## src/rtl/uart_pkg.sv

```systemverilog
// ---------------------------------------------------------------------------
// uart_pkg
// Shared definitions for the 8N1 UART transceiver: TX/RX state encodings,
// frame constants and the half-bit sampling offset helper.
// ---------------------------------------------------------------------------
package uart_pkg;

   // Transmit FSM states
   typedef enum logic [1:0] {
      TXS_IDLE  = 2'd0,
      TXS_START = 2'd1,
      TXS_DATA  = 2'd2,
      TXS_STOP  = 2'd3
   } tx_state_e;

   // Receive FSM states
   typedef enum logic [1:0] {
      RXS_IDLE  = 2'd0,
      RXS_START = 2'd1,
      RXS_DATA  = 2'd2,
      RXS_STOP  = 2'd3
   } rx_state_e;

   localparam int   DATA_BITS = 8;
   localparam logic LINE_IDLE = 1'b1;

   // Offset from the start-bit edge to the start-bit centre (integer half).
   function automatic logic [15:0] half_bit_count(input logic [15:0] clks_per_bit);
      return {1'b0, clks_per_bit[15:1]};
   endfunction

endpackage

```

## src/rtl/uart_rx_core.sv

```systemverilog
// ---------------------------------------------------------------------------
// uart_rx_core
// Serial receive engine: 2-flop synchronizer on rxd, start-bit validation at
// the half-bit point, centre sampling of 8 data bits (LSB first) and stop bit.
//
// Ports:
//   clk        system clock
//   rst_n      asynchronous active-low reset
//   rxd        asynchronous serial input, idle high
//   rx_byte    assembled byte; valid while byte_valid is high
//   byte_valid one-cycle strobe: stop bit sampled high, rx_byte complete
//   frame_err  one-cycle strobe: stop bit sampled low, byte discarded
// ---------------------------------------------------------------------------
module uart_rx_core
   import uart_pkg::*;
#(
   parameter int CLKS_PER_BIT = 5208
) (
   input  logic       clk,
   input  logic       rst_n,
   input  logic       rxd,
   output logic [7:0] rx_byte,
   output logic       byte_valid,
   output logic       frame_err
);

   localparam logic [15:0] BIT_LAST = 16'(CLKS_PER_BIT - 1);
   localparam logic [15:0] HALF_BIT = half_bit_count(16'(CLKS_PER_BIT));

   logic        rxd_meta_q;
   logic        rxd_sync_q;
   rx_state_e   state_q,     state_d;
   logic [15:0] cnt_q,       cnt_d;
   logic [2:0]  bit_q,       bit_d;
   logic [7:0]  shift_q,     shift_d;
   logic        wait_high_q, wait_high_d;
   logic        byte_valid_s;
   logic        frame_err_s;

   // Two-flop synchronizer for the asynchronous serial line
   always_ff @(posedge clk or negedge rst_n) begin
      if (!rst_n) begin
         rxd_meta_q <= LINE_IDLE;
         rxd_sync_q <= LINE_IDLE;
      end else begin
         rxd_meta_q <= rxd;
         rxd_sync_q <= rxd_meta_q;
      end
   end

   // Receive FSM state, baud counter, bit counter and shift register
   always_ff @(posedge clk or negedge rst_n) begin
      if (!rst_n) begin
         state_q     <= RXS_IDLE;
         cnt_q       <= 16'd0;
         bit_q       <= 3'd0;
         shift_q     <= 8'd0;
         wait_high_q <= 1'b0;
      end else begin
         state_q     <= state_d;
         cnt_q       <= cnt_d;
         bit_q       <= bit_d;
         shift_q     <= shift_d;
         wait_high_q <= wait_high_d;
      end
   end

   // Next-state and sampling decisions, all on the synchronized line
   always_comb begin
      state_d      = state_q;
      cnt_d        = cnt_q;
      bit_d        = bit_q;
      shift_d      = shift_q;
      wait_high_d  = wait_high_q;
      byte_valid_s = 1'b0;
      frame_err_s  = 1'b0;
      case (state_q)
         RXS_IDLE: begin
            cnt_d = 16'd0;
            bit_d = 3'd0;
            if (wait_high_q) begin
               // After a framing error, re-arm only once the line is idle again
               if (rxd_sync_q == LINE_IDLE) begin
                  wait_high_d = 1'b0;
               end else begin
                  wait_high_d = 1'b1;
               end
            end else if (rxd_sync_q != LINE_IDLE) begin
               state_d = RXS_START;
            end else begin
               state_d = RXS_IDLE;
            end
         end
         RXS_START: begin
            if (cnt_q == HALF_BIT) begin
               cnt_d = 16'd0;
               // Line back high at the start-bit centre: a glitch, drop it silently
               if (rxd_sync_q == LINE_IDLE) begin
                  state_d = RXS_IDLE;
               end else begin
                  state_d = RXS_DATA;
               end
            end else begin
               cnt_d = cnt_q + 16'd1;
            end
         end
         RXS_DATA: begin
            if (cnt_q == BIT_LAST) begin
               cnt_d   = 16'd0;
               shift_d = {rxd_sync_q, shift_q[7:1]};
               if (bit_q == 3'(DATA_BITS - 1)) begin
                  bit_d   = 3'd0;
                  state_d = RXS_STOP;
               end else begin
                  bit_d = bit_q + 3'd1;
               end
            end else begin
               cnt_d = cnt_q + 16'd1;
            end
         end
         RXS_STOP: begin
            if (cnt_q == BIT_LAST) begin
               cnt_d   = 16'd0;
               state_d = RXS_IDLE;
               if (rxd_sync_q == LINE_IDLE) begin
                  byte_valid_s = 1'b1;
               end else begin
                  frame_err_s = 1'b1;
                  wait_high_d = 1'b1;
               end
            end else begin
               cnt_d = cnt_q + 16'd1;
            end
         end
         default: begin
            state_d = RXS_IDLE;
            cnt_d   = 16'd0;
            bit_d   = 3'd0;
         end
      endcase
   end

   assign rx_byte    = shift_q;
   assign byte_valid = byte_valid_s;
   assign frame_err  = frame_err_s;

endmodule

```

## src/rtl/uart_transceiver.sv

```systemverilog
// ---------------------------------------------------------------------------
// uart_transceiver
// Byte-wide 8N1 UART (1 start, 8 data LSB first, 1 stop, no parity) between
// the memory-mapped peripheral registers and the board serial pins.
//
// Ports:
//   clk          system clock
//   reset        asynchronous active-low reset
//   TX_DATA      byte to send, latched when a frame starts
//   TX_EN        transmit request level; a 0->1 transition starts a frame
//   TX_STATUS    1 = transmitter idle and ready
//   RX_DATA      last received byte
//   RX_EFF       1 = RX_DATA holds an unread byte
//   RX_READ      read strobe, clears RX_EFF
//   rxd / txd    serial line in / out, idle high
//   rx_overrun   one-cycle pulse: unread byte overwritten
//   rx_frame_err one-cycle pulse: stop bit low, byte discarded
// ---------------------------------------------------------------------------
module uart_transceiver
   import uart_pkg::*;
#(
   parameter int CLKS_PER_BIT = 5208
) (
   input  logic       clk,
   input  logic       reset,
   input  logic [7:0] TX_DATA,
   input  logic       TX_EN,
   output logic       TX_STATUS,
   output logic [7:0] RX_DATA,
   output logic       RX_EFF,
   input  logic       RX_READ,
   input  logic       rxd,
   output logic       txd,
   output logic       rx_overrun,
   output logic       rx_frame_err
);

   localparam logic [15:0] BIT_LAST = 16'(CLKS_PER_BIT - 1);

   // Transmit path state
   logic        tx_en_q;
   tx_state_e   tx_state_q,  tx_state_d;
   logic [15:0] tx_cnt_q,    tx_cnt_d;
   logic [2:0]  tx_bit_q,    tx_bit_d;
   logic [7:0]  tx_shift_q,  tx_shift_d;
   logic        txd_q,       txd_d;
   logic        tx_status_q, tx_status_d;
   logic        tx_start_s;

   // Receive holding register state
   logic [7:0]  rx_data_q,      rx_data_d;
   logic        rx_eff_q,       rx_eff_d;
   logic        rx_overrun_q,   rx_overrun_d;
   logic        rx_frame_err_q, rx_frame_err_d;
   logic [7:0]  rx_byte_s;
   logic        byte_valid_s;
   logic        frame_err_s;

   uart_rx_core #(
      .CLKS_PER_BIT (CLKS_PER_BIT)
   ) u_rx_core (
      .clk        (clk),
      .rst_n      (reset),
      .rxd        (rxd),
      .rx_byte    (rx_byte_s),
      .byte_valid (byte_valid_s),
      .frame_err  (frame_err_s)
   );

   // Transmit FSM registers and previous TX_EN for edge detection
   always_ff @(posedge clk or negedge reset) begin
      if (!reset) begin
         tx_en_q     <= 1'b0;
         tx_state_q  <= TXS_IDLE;
         tx_cnt_q    <= 16'd0;
         tx_bit_q    <= 3'd0;
         tx_shift_q  <= 8'd0;
         txd_q       <= LINE_IDLE;
         tx_status_q <= 1'b1;
      end else begin
         tx_en_q     <= TX_EN;
         tx_state_q  <= tx_state_d;
         tx_cnt_q    <= tx_cnt_d;
         tx_bit_q    <= tx_bit_d;
         tx_shift_q  <= tx_shift_d;
         txd_q       <= txd_d;
         tx_status_q <= tx_status_d;
      end
   end

   // Transmit FSM next state; txd and TX_STATUS are computed one cycle ahead
   always_comb begin
      tx_start_s  = TX_EN & ~tx_en_q;
      tx_state_d  = tx_state_q;
      tx_cnt_d    = tx_cnt_q;
      tx_bit_d    = tx_bit_q;
      tx_shift_d  = tx_shift_q;
      txd_d       = txd_q;
      tx_status_d = tx_status_q;
      case (tx_state_q)
         TXS_IDLE: begin
            tx_cnt_d    = 16'd0;
            tx_bit_d    = 3'd0;
            txd_d       = LINE_IDLE;
            tx_status_d = 1'b1;
            if (tx_start_s) begin
               tx_shift_d  = TX_DATA;
               tx_state_d  = TXS_START;
               txd_d       = 1'b0;
               tx_status_d = 1'b0;
            end else begin
               tx_state_d = TXS_IDLE;
            end
         end
         TXS_START: begin
            if (tx_cnt_q == BIT_LAST) begin
               tx_cnt_d   = 16'd0;
               tx_state_d = TXS_DATA;
               txd_d      = tx_shift_q[0];
            end else begin
               tx_cnt_d = tx_cnt_q + 16'd1;
            end
         end
         TXS_DATA: begin
            if (tx_cnt_q == BIT_LAST) begin
               tx_cnt_d = 16'd0;
               if (tx_bit_q == 3'(DATA_BITS - 1)) begin
                  tx_bit_d   = 3'd0;
                  tx_state_d = TXS_STOP;
                  txd_d      = LINE_IDLE;
               end else begin
                  // Shift first, so the next bit out is always bit 0 of the register
                  tx_bit_d   = tx_bit_q + 3'd1;
                  tx_shift_d = {1'b0, tx_shift_q[7:1]};
                  txd_d      = tx_shift_q[1];
               end
            end else begin
               tx_cnt_d = tx_cnt_q + 16'd1;
            end
         end
         TXS_STOP: begin
            if (tx_cnt_q == BIT_LAST) begin
               tx_cnt_d    = 16'd0;
               tx_state_d  = TXS_IDLE;
               txd_d       = LINE_IDLE;
               tx_status_d = 1'b1;
            end else begin
               tx_cnt_d = tx_cnt_q + 16'd1;
            end
         end
         default: begin
            tx_state_d  = TXS_IDLE;
            tx_cnt_d    = 16'd0;
            tx_bit_d    = 3'd0;
            txd_d       = LINE_IDLE;
            tx_status_d = 1'b1;
         end
      endcase
   end

   // Receive holding register and status pulse registers
   always_ff @(posedge clk or negedge reset) begin
      if (!reset) begin
         rx_data_q      <= 8'd0;
         rx_eff_q       <= 1'b0;
         rx_overrun_q   <= 1'b0;
         rx_frame_err_q <= 1'b0;
      end else begin
         rx_data_q      <= rx_data_d;
         rx_eff_q       <= rx_eff_d;
         rx_overrun_q   <= rx_overrun_d;
         rx_frame_err_q <= rx_frame_err_d;
      end
   end

   // A completed byte takes priority over a coincident read strobe
   always_comb begin
      rx_data_d      = rx_data_q;
      rx_eff_d       = rx_eff_q;
      rx_overrun_d   = 1'b0;
      rx_frame_err_d = frame_err_s;
      if (byte_valid_s) begin
         rx_data_d    = rx_byte_s;
         rx_eff_d     = 1'b1;
         rx_overrun_d = rx_eff_q & ~RX_READ;
      end else if (RX_READ) begin
         rx_eff_d = 1'b0;
      end else begin
         rx_eff_d = rx_eff_q;
      end
   end

   assign txd          = txd_q;
   assign TX_STATUS    = tx_status_q;
   assign RX_DATA      = rx_data_q;
   assign RX_EFF       = rx_eff_q;
   assign rx_overrun   = rx_overrun_q;
   assign rx_frame_err = rx_frame_err_q;

endmodule
```

## config.mk

```make
export PLATFORM = sky130hd
export DESIGN_NAME = uart_transceiver
export DESIGN_NICKNAME = d
export VERILOG_FILES = /design/src/rtl/uart_pkg.sv /design/src/rtl/uart_rx_core.sv /design/src/rtl/uart_transceiver.sv
export SDC_FILE = /design/constraint.sdc
export NUM_CORES = 1
export LEC_CHECK = 0
export ABC_AREA = 1
export BUFFER_PORTS_ARGS = -buffer_cell sky130_fd_sc_hd__buf_2
export CORE_MARGIN = 4
export CORE_UTILIZATION = 40
export DETAILED_ROUTE_END_ITERATION = 10
export PLACE_DENSITY_LB_ADDON = 0.08
export SYNTH_ARGS = -nofsm -noshare
export SYNTH_HDL_FRONTEND = slang
export SYNTH_SLANG_ARGS = --single-unit
```

## constraint.sdc

```tcl
create_clock -name clk -period 2.2 [get_ports clk]
set_input_delay 0.44 -clock clk [delete_from_list [all_inputs] [get_ports clk]]
set_output_delay 0.44 -clock clk [all_outputs]
set_load 0.03 [all_outputs]
```

==> After elaboration in Yosys (flattened, before gate mapping) <==
Cells that the tools add are included.
Widths: inputs -> output; s select.
{ "totals": {"regBits": 75, "input_bits": 13, "wordCells": 116} }
{ "op_classes": {"addsub": 4, "n_eq_ne": 23, "n_mux": 49, "bitwise": 4, "n_reduce_logical": 18} }
{ "ops": {"columns": ["operator", "n"], "rows": [
  ["$mux 16", 3],
  ["$pmux 16 s3", 1],
  ["$add 16x1->16 const B", 2],
  ["$eq 16x13->1 const B", 2],
  ["$pmux 16 s2", 1],
  ["$mux 8", 3],
  ["$mux 2", 10],
  ["$mux 1", 19],
  ["$eq 16x12->1 const B", 1],
  ["$ne 2x2->1 const B", 8],
  ["$pmux 2 s4", 2],
  ["$pmux 8 s2", 1],
  ["$mux 3", 4],
  ["$pmux 3 s2", 2],
  ["$reduce_bool 2->1", 5],
  ["$eq 2x2->1 const B", 4],
  ["$ne 2x1->1 const B", 4],
  ["$reduce_and 2->1", 4],
  ["$reduce_and 4->1", 2],
  ["$add 3x1->3 const B", 2],
  ["$eq 3x3->1 const B", 2],
  ["$reduce_and 3->1", 2],
  ["$reduce_and 5->1", 1],
  ["$eq 2x1->1 const B", 2],
  ["other kinds (7)", 11]
]} }

==> Longest topological paths before layout <==
{ "depth": {"depth_word": 4, "mapped_depth": 11, "depth_no_buf": 11} }

==> Cells and area by module <==
From an unflattened synthesis, not the netlist that was laid out.
{ "unflattened": {"hier_cells": 463, "area_unflattened_um2": 3935.0} }
{ "by_module_without_submodules": {"columns": ["mod", "instances", "cells_each", "area_per_inst_um2", "seq_area_each_um2"], "rows": [
  ["uart_transceiver", 1, 269, 2260.9, 1078.5],
  ["uart_rx_core", 1, 194, 1674.1, 803.3]
]} }

==> Worst setup path before layout <==
No wires, ideal clock.
{ "synth_timing": {"path_type": "register -> register", "start": "register tx_state_q[0]", "end": "register tx_shift_q[5]", "setup_time_ns": 0.122, "arrival_ns": 1.469, "required_ns": 2.078, "path_slack_ns": 0.610, "path_stages_with_launch": 11, "synth_period_minus_slack_ns": 1.590, "path_cell_list": "dfrtp_1 -> inv_1 -> ha_1 -> buf_2 -> o21ai_2 -> o21ai_0 -> a21oi_1 -> nand2_2 -> buf_6 -> nand2_1 -> o21ai_2"} }
{ "synth_between": {"elab_chain_len": 3, "word_cells_on_any_way": 8} }
{ "synth_rtl": {"columns": ["item", "line_no", "rtl"], "rows": [
  ["start, declared", "uart_transceiver.sv:42", "tx_state_e tx_state_q, tx_state_d;"],
  ["start signal, assigned", "uart_transceiver.sv:82", "tx_state_q <= tx_state_d;"],
  ["$eq 2x2->1 / $logic_not 2->1 (equally long branches)", "uart_transceiver.sv:100", "case (tx_state_q)"],
  ["$ne 2x2->1 (no source line) / $reduce_bool 2->1 (equally long branches)", null, null],
  ["$reduce_and 4->1 (no source line)", null, null],
  ["end signal, assigned", "uart_transceiver.sv:85", "tx_shift_q <= tx_shift_d;"],
  ["end, declared", "uart_transceiver.sv:45", "logic [7:0] tx_shift_q, tx_shift_d;"]
]} }
Several ways; a longest one is shown, not always the timed one.
A chain may end at the register's enable or synchronous reset.

==> Worst setup path after layout <==
{ "layout_timing": {"start": "register tx_state_q[0]", "end": "register tx_shift_q[6]"} }
The elaborated chain is that of the path after synthesis.

==> results.py <==
metrics = {
    "timing": {
        "finalMaxSlewViolations": 0,
        "fmax_ghz": 0.545,
        "rsz0062_at_grt": "false",
        "setup_ws_ns": 0.366,
        "tns_ns": 0,
        "setup-violations-final": 0,
        "finalHoldViolations": 0,
        "final.period_utilization_pct": 83.3,
        "finClkSkew_ns": 0.0110,
        "maxSlewHeadroom_pct": 71.2,
        "worst_slew_pin_slew_ns": 0.428,
        "fin_crit_ns": 1.83,
    },
    "drt": {
        "met3_length_um": 234,
        "wl_um": 7740,
        "drt_iter0_markers": 96,
        "post_drt_wl_per_cell_um": 12.1,
        "vias": 3014,
        "met1_length_um": 3880,
        "top_layer_used": "met4",
        "wl_met2_um": 3540,
        "vias_per_cell": 4.72,
        "first_pass_iters": 4,
        "drc": 0,
        "ant_nets": 0,
    },
    "die": {
        "io_pins": 26,
        "die_area_um2": 11500,
        "core_area_um2": 9420,
        "rows": 35,
        "initial_utilization_pct": 41.8,
        "die_w_um": 107,
        "die_h_um": 107,
    },
    "synthesis": {
        "synth_area_leader_cell": "dfrtp_1",
        "ys_top_cells_by_count": "nand2_1, dfrtp_1, nor2_1, inv_1, nand3_1",
        "synthTopCellsByArea": "dfrtp_1, nand2_1, nor2_1",
        "synth_cells": 473,
        "ys_seq_area_share_pct": 47.9,
        "ys_types": 30,
        "ys_warn_count": 0,
        "synth_area_um2": 3930,
        "ys.flop_type": "dfrtp_1",
        "ys_ff_latch": 75,
        "synthArstFlopShare_pct": 100,
        "synth_top_area_share_pct": 45.2,
        "synth_edf_count": 0,
        "syn-num-nets": 502,
        "avgSynthCellArea_um2": 8.31,
        "synth.most_common_cell": "nand2_1",
    },
    "grt": {
        "grt_pass1_wl_um": 13800,
        "grt_pass1_vias": 3021,
        "grt_max_degree": 35,
        "grt-ovfl-total": 0,
        "track_usage_pct": 14.9,
        "antenna_found_initial": 0,
    },
    "final_layout": {
        "fin_nets": 534,
        "drive_above_1_share_pct": 16.5,
        "antenna_cells": 0,
        "final_cell_area_um2": 4420,
        "final.fill_count": 960,
        "fin_cells": 639,
        "area_delta_synth_final_pct": 12.3,
    },
    "placed_design": {
        "dp_slack_ns": 0.362,
        "dp_hpwl_um": 5740,
        "port_buffers": 25,
        "dpl_cell_area_um2": 4190,
        "routabilityCongestion": 0.876,
        "dp_cells": 622,
    },
    "setup_path": {
        "crit_type": "flop to flop",
        "cp_slowest_cell": "dfrtp_1",
        "crit_buf_inv": 1,
        "crit_family": "compound AO/OA/AOI/OAI gates",
        "crit_required_ns": 2.43,
        "end_kind": "flop",
        "worstPathCellList": "inv_1 > ha_1 > o21ai_2 > o21ai_0 > a21oi_1 > nand2_2 > nand2_1 > o21ai_2",
        "worstPathMaxFanout": 16,
        "critical-path-max-stage-delay_ns": 0.41,
        "cpMostUsedCell": "o21ai_2",
        "cp.arrival_ns": 2.07,
        "startpoint_type": "flop",
    },
    "pwr": {
        "finalPower_mw": 2.62,
        "p_per_area_nw_per_um2": 593,
        "ir_drop_mv": 0.306,
        "p_leak_nw": 2.15,
    },
    "clocking": {
        "cts.sinks": 75,
        "htreeDepth": 3,
        "clk_latency_ns": 0.35,
        "cts_buffers": 9,
        "cts.path.max_buffers": 2,
        "path_clk_slew_ns": 0.08,
        "cts_hold_buf": 1,
        "cts_setup_buffers": 0,
        "post_cts_resized": 0,
        "cts_tree": "done",
        "cts.root.buffer_cell": "clkbuf_8",
    },
    "outcome": {
        "status": "finished clean",
    },
    "job": {
        "maxCapViolCount": 0,
    },
    "min_path": {
        "worstHoldPathType": "input pin to flop",
    },
}
[flip-flops by register name, indices dropped and copies added (netlist names), 2 cells and up, named ones only]
register,flops
u_rx_core.cnt_q,16
RX_DATA,8
tx_state_q,2
tx_shift_q,8
tx_bit_q,3
tx_cnt_q,16
u_rx_core.rx_byte,8
u_rx_core.bit_q,3
[placed cells by master (no fill, tap or decap), types with 13 or more instances in the layout]
master,Yosys,routed
nand2_1,100,100
dfrtp_1,71,71
nor2_1,66,66
inv_1,61,61
nand3_1,25,25
buf_2,3,24
o21ai_0,21,21
ha_1,16,16
o21ai_2,14,14
nor3_1,13,13
a21oi_1,13,13
[layer usage]
metal | vias to the layer above | GRT usage (%)
met5 | - | 0
met1 | 1391 | 20.6
met3 | 7 | 3.01
li1 | 1568 | -
met2 | 48 | 22.7
met4 | 0 | 6.03
[metrics by stage]
stage	util (%)	hold slack, ns
after floorplan	-	0.144
after global placement	44.5	0.346
after detailed placement	44.5	0.348
after CTS	46.9	0.166
after global routing	46.9	0.165
final	46.9	0.187
[where the power goes]
group | internal [mW] | total (mW) | leakage [nW] | switching (mW)
sequential | 1.38 | 1.38 | 0.997 | 0.00232
clock | 0.642 | 1.18 | 0.103 | 0.539
combinational | 0.0168 | 0.0523 | 1.05 | 0.0356
total | 2.04 | 2.62 | 2.15 | 0.576
[logic make-up (layout without fill, tap and decap cells)]
kind of cell             count (synthesis)  count (layout)  share of synthesized area [%]
multiplexers                             6               6                           1.53
XOR/XNOR                                12              12                           2.67
buffers and inverters                   73             110                           7.92
AND/OR/NAND/NOR                        236             236                           26.3
flip-flops                              75              75                           47.9
adder cells (fa/ha/maj)                 16              16                           5.09
AO/OA/AOI/OAI                           55              55                           8.59
[worst paths after layout]
path	start	endpoint	slack [ns]	depth (start not counted)
max in group asynchronous	reset	RX_DATA[3]$_DFFE_PN0P_	1.08	3
setup / recovery	tx_state_q[0]$_DFFE_PN0P_	tx_shift_q[6]$_DFFE_PN0P_	0.37	8
hold reg to reg	u_rx_core.rxd_meta_q$_DFF_PN1_	u_rx_core.rxd_sync_q$_DFF_PN1_	0.36	0
hold / removal	rxd	u_rx_core.rxd_meta_q$_DFF_PN1_	0.19	1
setup reg to reg	tx_state_q[0]$_DFFE_PN0P_	tx_shift_q[6]$_DFFE_PN0P_	0.37	8
min in group asynchronous	reset	u_rx_core.cnt_q[14]$_DFF_PN0_	0.54	2
[area by class of cell]
cell class / count / area [µm²] / share of cell area, %
clock buffers: 10 / 128 / 2.89
clock inverters: 6 / 88.8 / 2.01
inverters: 65 / 244 / 5.53
multi-input cells: 325 / 1740 / 39.4
flip-flops and latches: 75 / 1880 / 42.6
well taps: 129 / 161 / 3.66
repair buffers: 29 / 173 / 3.91
Note: power is estimated with default switching activity, not from simulation.
